--- src/rtl/fetch_pair_queue.sv ---
// fetch_pair_queue
// ----------------
// Dual-issue fetch front end. Each cycle it may issue one paired read of the
// PC pair held in the external PC register, and it advances that register by 8.
// The returned {PC0, PC1, IR0, IR1} bundle is buffered in a DEPTH-entry FIFO for
// decode. A redirect flushes the FIFO, drops any read still in flight, and loads
// the word-aligned target into the PC register.
//
// Ports
//   FQ_CLK, FQ_RSTN            clock, synchronous active-low reset
//   FQ_PC0, FQ_PC1             current PC pair from the PC register
//   FQ_PC_LD, FQ_NPC0/1        load enable and next PC pair to the PC register
//   FQ_REDIRECT, FQ_TARGET     flush/redirect request and its target
//   FQ_IMEM_RD                 paired read request for FQ_PC0/FQ_PC1
//   FQ_IMEM_VALID, FQ_IR0/1    read data, one cycle after FQ_IMEM_RD
//   FQ_DEQ_VALID/READY         head bundle handshake with decode
//   FQ_DEQ_PC0/1, FQ_DEQ_IR0/1 head bundle
//   FQ_COUNT                   occupied FIFO entries
module fetch_pair_queue #(
    parameter int DEPTH = 4
) (
    input  logic                     FQ_CLK,
    input  logic                     FQ_RSTN,
    input  logic [31:0]              FQ_PC0,
    input  logic [31:0]              FQ_PC1,
    output logic                     FQ_PC_LD,
    output logic [31:0]              FQ_NPC0,
    output logic [31:0]              FQ_NPC1,
    input  logic                     FQ_REDIRECT,
    input  logic [31:0]              FQ_TARGET,
    output logic                     FQ_IMEM_RD,
    input  logic                     FQ_IMEM_VALID,
    input  logic [31:0]              FQ_IR0,
    input  logic [31:0]              FQ_IR1,
    output logic                     FQ_DEQ_VALID,
    input  logic                     FQ_DEQ_READY,
    output logic [31:0]              FQ_DEQ_PC0,
    output logic [31:0]              FQ_DEQ_PC1,
    output logic [31:0]              FQ_DEQ_IR0,
    output logic [31:0]              FQ_DEQ_IR1,
    output logic [$clog2(DEPTH):0]   FQ_COUNT
);

    localparam int AW = $clog2(DEPTH);
    localparam int CW = AW + 1;
    localparam logic [AW-1:0] PTR_ONE = AW'(1);
    localparam logic [CW-1:0] CNT_ONE = CW'(1);
    localparam logic [CW:0]   DEPTH_L = (CW + 1)'(DEPTH);

    // FIFO storage, packed as {pc0, pc1, ir0, ir1}
    logic [127:0]  store_r [DEPTH];
    logic [AW-1:0] wr_ptr_r;
    logic [AW-1:0] rd_ptr_r;
    logic [CW-1:0] count_r;

    // Read in flight: valid, discard-on-return, and the PC pair it was issued for
    logic          inf_v_r;
    logic          inf_d_r;
    logic [31:0]   inf_pc0_r;
    logic [31:0]   inf_pc1_r;

    logic [CW:0]   occ_s;
    logic          issue_s;
    logic          ret_s;
    logic          enq_s;
    logic          deq_s;
    logic [31:0]   tgt_s;
    logic [127:0]  head_s;
    logic          pc_ld_s;
    logic [31:0]   npc0_s;
    logic [31:0]   npc1_s;

    // Credit counts the in-flight read as occupied so its return always finds
    // a free slot; a dequeue in the same cycle deliberately gives no credit.
    assign occ_s   = {1'b0, count_r} + {{CW{1'b0}}, inf_v_r};
    assign issue_s = FQ_RSTN & ~FQ_REDIRECT & (occ_s < DEPTH_L);
    assign ret_s   = FQ_IMEM_VALID & inf_v_r;
    assign enq_s   = ret_s & ~inf_d_r & ~FQ_REDIRECT;
    assign deq_s   = (count_r != {CW{1'b0}}) & FQ_DEQ_READY & ~FQ_REDIRECT;
    // Target low bits are forced to zero (word-aligned pair)
    assign tgt_s   = FQ_TARGET & 32'hFFFF_FFFC;
    assign head_s  = store_r[rd_ptr_r];

    // Next-PC selection: redirect wins over sequential advance; quiet in reset
    always_comb begin
        pc_ld_s = 1'b0;
        npc0_s  = 32'd0;
        npc1_s  = 32'd0;
        if (!FQ_RSTN) begin
            pc_ld_s = 1'b0;
        end else if (FQ_REDIRECT) begin
            pc_ld_s = 1'b1;
            npc0_s  = tgt_s;
            npc1_s  = tgt_s + 32'd4;
        end else begin
            pc_ld_s = issue_s;
            npc0_s  = FQ_PC0 + 32'd8;
            npc1_s  = FQ_PC1 + 32'd8;
        end
    end

    assign FQ_PC_LD     = pc_ld_s;
    assign FQ_NPC0      = npc0_s;
    assign FQ_NPC1      = npc1_s;
    assign FQ_IMEM_RD   = issue_s;
    assign FQ_DEQ_VALID = FQ_RSTN & (count_r != {CW{1'b0}});
    assign FQ_COUNT     = FQ_RSTN ? count_r : {CW{1'b0}};
    assign FQ_DEQ_PC0   = FQ_RSTN ? head_s[127:96] : 32'd0;
    assign FQ_DEQ_PC1   = FQ_RSTN ? head_s[95:64]  : 32'd0;
    assign FQ_DEQ_IR0   = FQ_RSTN ? head_s[63:32]  : 32'd0;
    assign FQ_DEQ_IR1   = FQ_RSTN ? head_s[31:0]   : 32'd0;

    // Pointer, occupancy and in-flight bookkeeping
    always_ff @(posedge FQ_CLK) begin
        if (!FQ_RSTN) begin
            wr_ptr_r  <= {AW{1'b0}};
            rd_ptr_r  <= {AW{1'b0}};
            count_r   <= {CW{1'b0}};
            inf_v_r   <= 1'b0;
            inf_d_r   <= 1'b0;
            inf_pc0_r <= 32'd0;
            inf_pc1_r <= 32'd0;
        end else begin
            if (FQ_REDIRECT) begin
                // A handshake in this cycle is not delivered; empty everything
                wr_ptr_r <= {AW{1'b0}};
                rd_ptr_r <= {AW{1'b0}};
                count_r  <= {CW{1'b0}};
            end else begin
                if (enq_s) begin
                    wr_ptr_r <= wr_ptr_r + PTR_ONE;
                end
                if (deq_s) begin
                    rd_ptr_r <= rd_ptr_r + PTR_ONE;
                end
                case ({enq_s, deq_s})
                    2'b10:   count_r <= count_r + CNT_ONE;
                    2'b01:   count_r <= count_r - CNT_ONE;
                    default: count_r <= count_r;
                endcase
            end

            if (issue_s) begin
                inf_v_r   <= 1'b1;
                inf_d_r   <= 1'b0;
                inf_pc0_r <= FQ_PC0;
                inf_pc1_r <= FQ_PC1;
            end else begin
                // A return retires the slot; a redirect poisons whatever is left
                inf_v_r <= inf_v_r & ~FQ_IMEM_VALID;
                inf_d_r <= inf_d_r | FQ_REDIRECT;
            end
        end
    end

    // Bundle capture into the slot at the write pointer
    always_ff @(posedge FQ_CLK) begin
        if (FQ_RSTN && enq_s) begin
            store_r[wr_ptr_r] <= {inf_pc0_r, inf_pc1_r, FQ_IR0, FQ_IR1};
        end
    end

endmodule

--- config.mk ---
export PLATFORM = sky130hd
export DESIGN_NAME = fetch_pair_queue
export DESIGN_NICKNAME = d
export VERILOG_FILES = /design/src/rtl/fetch_pair_queue.sv
export SDC_FILE = /design/constraint.sdc
export NUM_CORES = 1
export LEC_CHECK = 0
export ABC_AREA = 1
export CELL_PAD_IN_SITES_DETAIL_PLACEMENT = 0
export CELL_PAD_IN_SITES_GLOBAL_PLACEMENT = 1
export CORE_UTILIZATION = 43
export DETAILED_ROUTE_END_ITERATION = 12
export PLACE_DENSITY_LB_ADDON = 0.25
export SLEW_MARGIN = 40
export SYNTH_ARGS = -nofsm -noshare
export SYNTH_HDL_FRONTEND = slang
export SYNTH_SLANG_ARGS = --single-unit
--- constraint.sdc ---
create_clock -name FQ_CLK -period 8.9 [get_ports FQ_CLK]
set_clock_uncertainty 0.15 [all_clocks]
set_input_delay 0.89 -clock FQ_CLK [delete_from_list [all_inputs] [get_ports FQ_CLK]]
set_output_delay 0.89 -clock FQ_CLK [all_outputs]
set_load 0.05 [all_outputs]
==> out/metrics.cfg <==
[run_status]
status = finished clean

[logic_synthesis]
synthFlopType = edfxtp_1
synth-seq-cells = 587
synth.distinct_cells = 42
async_reset_ff_frac = 0
avgSynthCellArea_um2 = 10.2
netlist_area_mm2 = 0.0255
ys_seq_area_frac = 0.663
synth_enable_flop_cells = 512
synthesis.nets = 2667
syn_inst = 2493
yosys_warnings = 0

[grt]
grt_max_degree = 126
grt.total_usage = 0.250
grt_overflow = 0
grt_pass1_wl_um = 112000
antenna_found_initial = 9
first_global_vias = 18300

[cts]
cts_resized = 0
cts_buffers = 58
clock-root-buffer = clkbuf_16
clk_latency_ps = 610
clockBufferDepth = 3
postCtsSetupRepairBufs = 0
cts_tree = yes
htreeDepth = 2
cts_num_sinks = 587
clkTransAtPathRegs_ps = 60
holdBufCountCts = 0

[detailed_routing]
first_pass_iters = 5
first_iter_violations = 1270
vias = 19200
drt-total-wl_um = 76000
drc = 0
antenna_left = 0
viasPerCell = 5.30
avgRoutedWirePerCell_um = 21.0

[timing]
hold_viol = 0
relSlewSlack = 0.431
min_period_ps = 5230
setup_viol = 0
slew_violations = 0
fmax_mhz = 191
finalCritPeriodShare = 0.588
fin_setup_tns_ps = 0
hold_ws_ps = 326
worstMarginPinSlew_ps = 854
rsz0062_at_grt = false

[floorplanning]
coreArea_mm2 = 0.0581
die_area_mm2 = 0.0602
start_util = 0.438
die_w_um = 245
rows = 88
ioPinCount = 363
fp.dieH_um = 245

[placed_design]
dp_cells = 3507
place.gp.congestion = 0.914
portBuffers = 360
dp.final_hpwl_um = 48200

[worst_setup_path]
slowest_stage = clkdlybuf4s50_1
critPathRequiredTime_ps = 7860
reg2reg_depth = 4
crit_path_cell_trace = buf_2 > buf_4 > inv_6 > nor2_8 > inv_2 > o22ai_1 > clkdlybuf4s50_1
worstPathArrival_ps = 4190
worstReg2RegStart = inf_v_r
r2r_end = store_r[3][51]
cp-end-kind = primary output
critPathKind = primary input to primary output
cp_max_fo = 75
r2r_slack_ps = 5900
worstSetupStartpointType = primary input
slowest_delay_ps = 910

[min_path]
holdCritPathClass = flip-flop to flip-flop
hold_depth = 2
hp-start = rd_ptr_r[1]

[finish]
area_growth_pct = 24.6
drive_above_1_share = 0.0621
final_cells = 3616
final_common_cell = nor2_1
regArea_mm2 = 0.0169
multi_input_area_mm2 = 0.00757
fillers = 5088
final_cell_mix = nor2_1, edfxtp_1, clkdlybuf4s50_1
nets = 2976

[pwr]
p_per_area_mw_per_mm2 = 193
finalPower_mw = 6.13
p_leak_nw = 11.2
ir_worst_vdd_mv = 0.141

[flow_run]
maxCapViolations = 0

cells in the mapped netlist (all sizes together) (8+ instances only):
cell / instances / area (µm²)
o22ai: 13 / 81.3
o21ai: 366 / 1830
edfxtp: 512 / 15400
inv: 106 / 398
nor2: 714 / 2800
dfxtp: 75 / 1500
nand4: 14 / 87.6
ha: 8 / 100
xor2: 13 / 114
nand2: 242 / 953
nand3: 96 / 513
buf: 74 / 389
a21oi: 161 / 806
nor3: 9 / 45.0
clkbuf: 63 / 246
metal layers:
layer	part of all wire	global-route usage	routed length, µm	vias up
li1	-	-	-	9200
met1	0.44	0.340	33300	9225
met2	0.47	0.403	35500	598
met3	0.071	0.0563	5420	115
met4	0.022	0.0675	1710	14
met5	0.0013	0	98	-
worst max-delay path, delay by kind of cell:
kind / cells / cell delay [ps]
buf+inv: 5 / 2160
simple gates: 1 / 610
compound gates: 1 / 480
cell type report:
type | count | share of cell area
multi-input cells | 1662 | 0.239
inverters | 107 | 0.0131
well taps | 765 | 0.0302
repair buffers | 386 | 0.122
clock inverters | 37 | 0.0144
diodes | 1 | 0.0000789
clock buffers | 71 | 0.0489
flip-flops and latches | 587 | 0.532
worst max-delay path by stage:
stage               slack, ps            end    start  cells after the start
CTS                      3700    FQ_NPC1[19]  FQ_RSTN                      9
global route             3540    FQ_NPC1[18]  FQ_RSTN                      9
detailed placement       3700    FQ_NPC1[19]  FQ_RSTN                      9
finish                   3670     FQ_NPC0[9]  FQ_RSTN                      7
global placement         3430     FQ_NPC1[8]  FQ_RSTN                      7
floorplan                1360  store_r[0][0]  FQ_RSTN                      4
flip-flops by register name (all words and copies together) (netlist names), named ones only:
register,count
count_r,3
inf_d_r,1
inf_pc0_r,32
inf_pc1_r,32
inf_v_r,1
rd_ptr_r,2
store_r,512
wr_ptr_r,2
stage by stage:
stage	setup slack (ps)	util	cell area, µm²
after floorplan	1360	-	25500
after global placement	3430	0.509	29600
after detailed placement	3700	0.511	29700
after CTS	3700	0.545	31700
after global routing	3540	0.545	31700
final	3670	0.545	31700
cell families (layout without fill, tap and decap cells):
kind of cell	after synthesis	after routing	synth area share
simple gates	1083	1083	0.175
flops	587	587	0.663
compound gates	552	552	0.110
buf+inv	244	601	0.0408
xor+xnor	18	18	0.00619
fa+ha+maj	9	9	0.00472
other cells	0	1	0
power breakdown:
group | internal [mW] | switching, mW | total, mW
combinational | 0.180 | 0.363 | 0.543
clock | 1.53 | 1.01 | 2.54
sequential | 3.02 | 0.0268 | 3.05
Note: power is estimated with default switching activity, not from simulation.
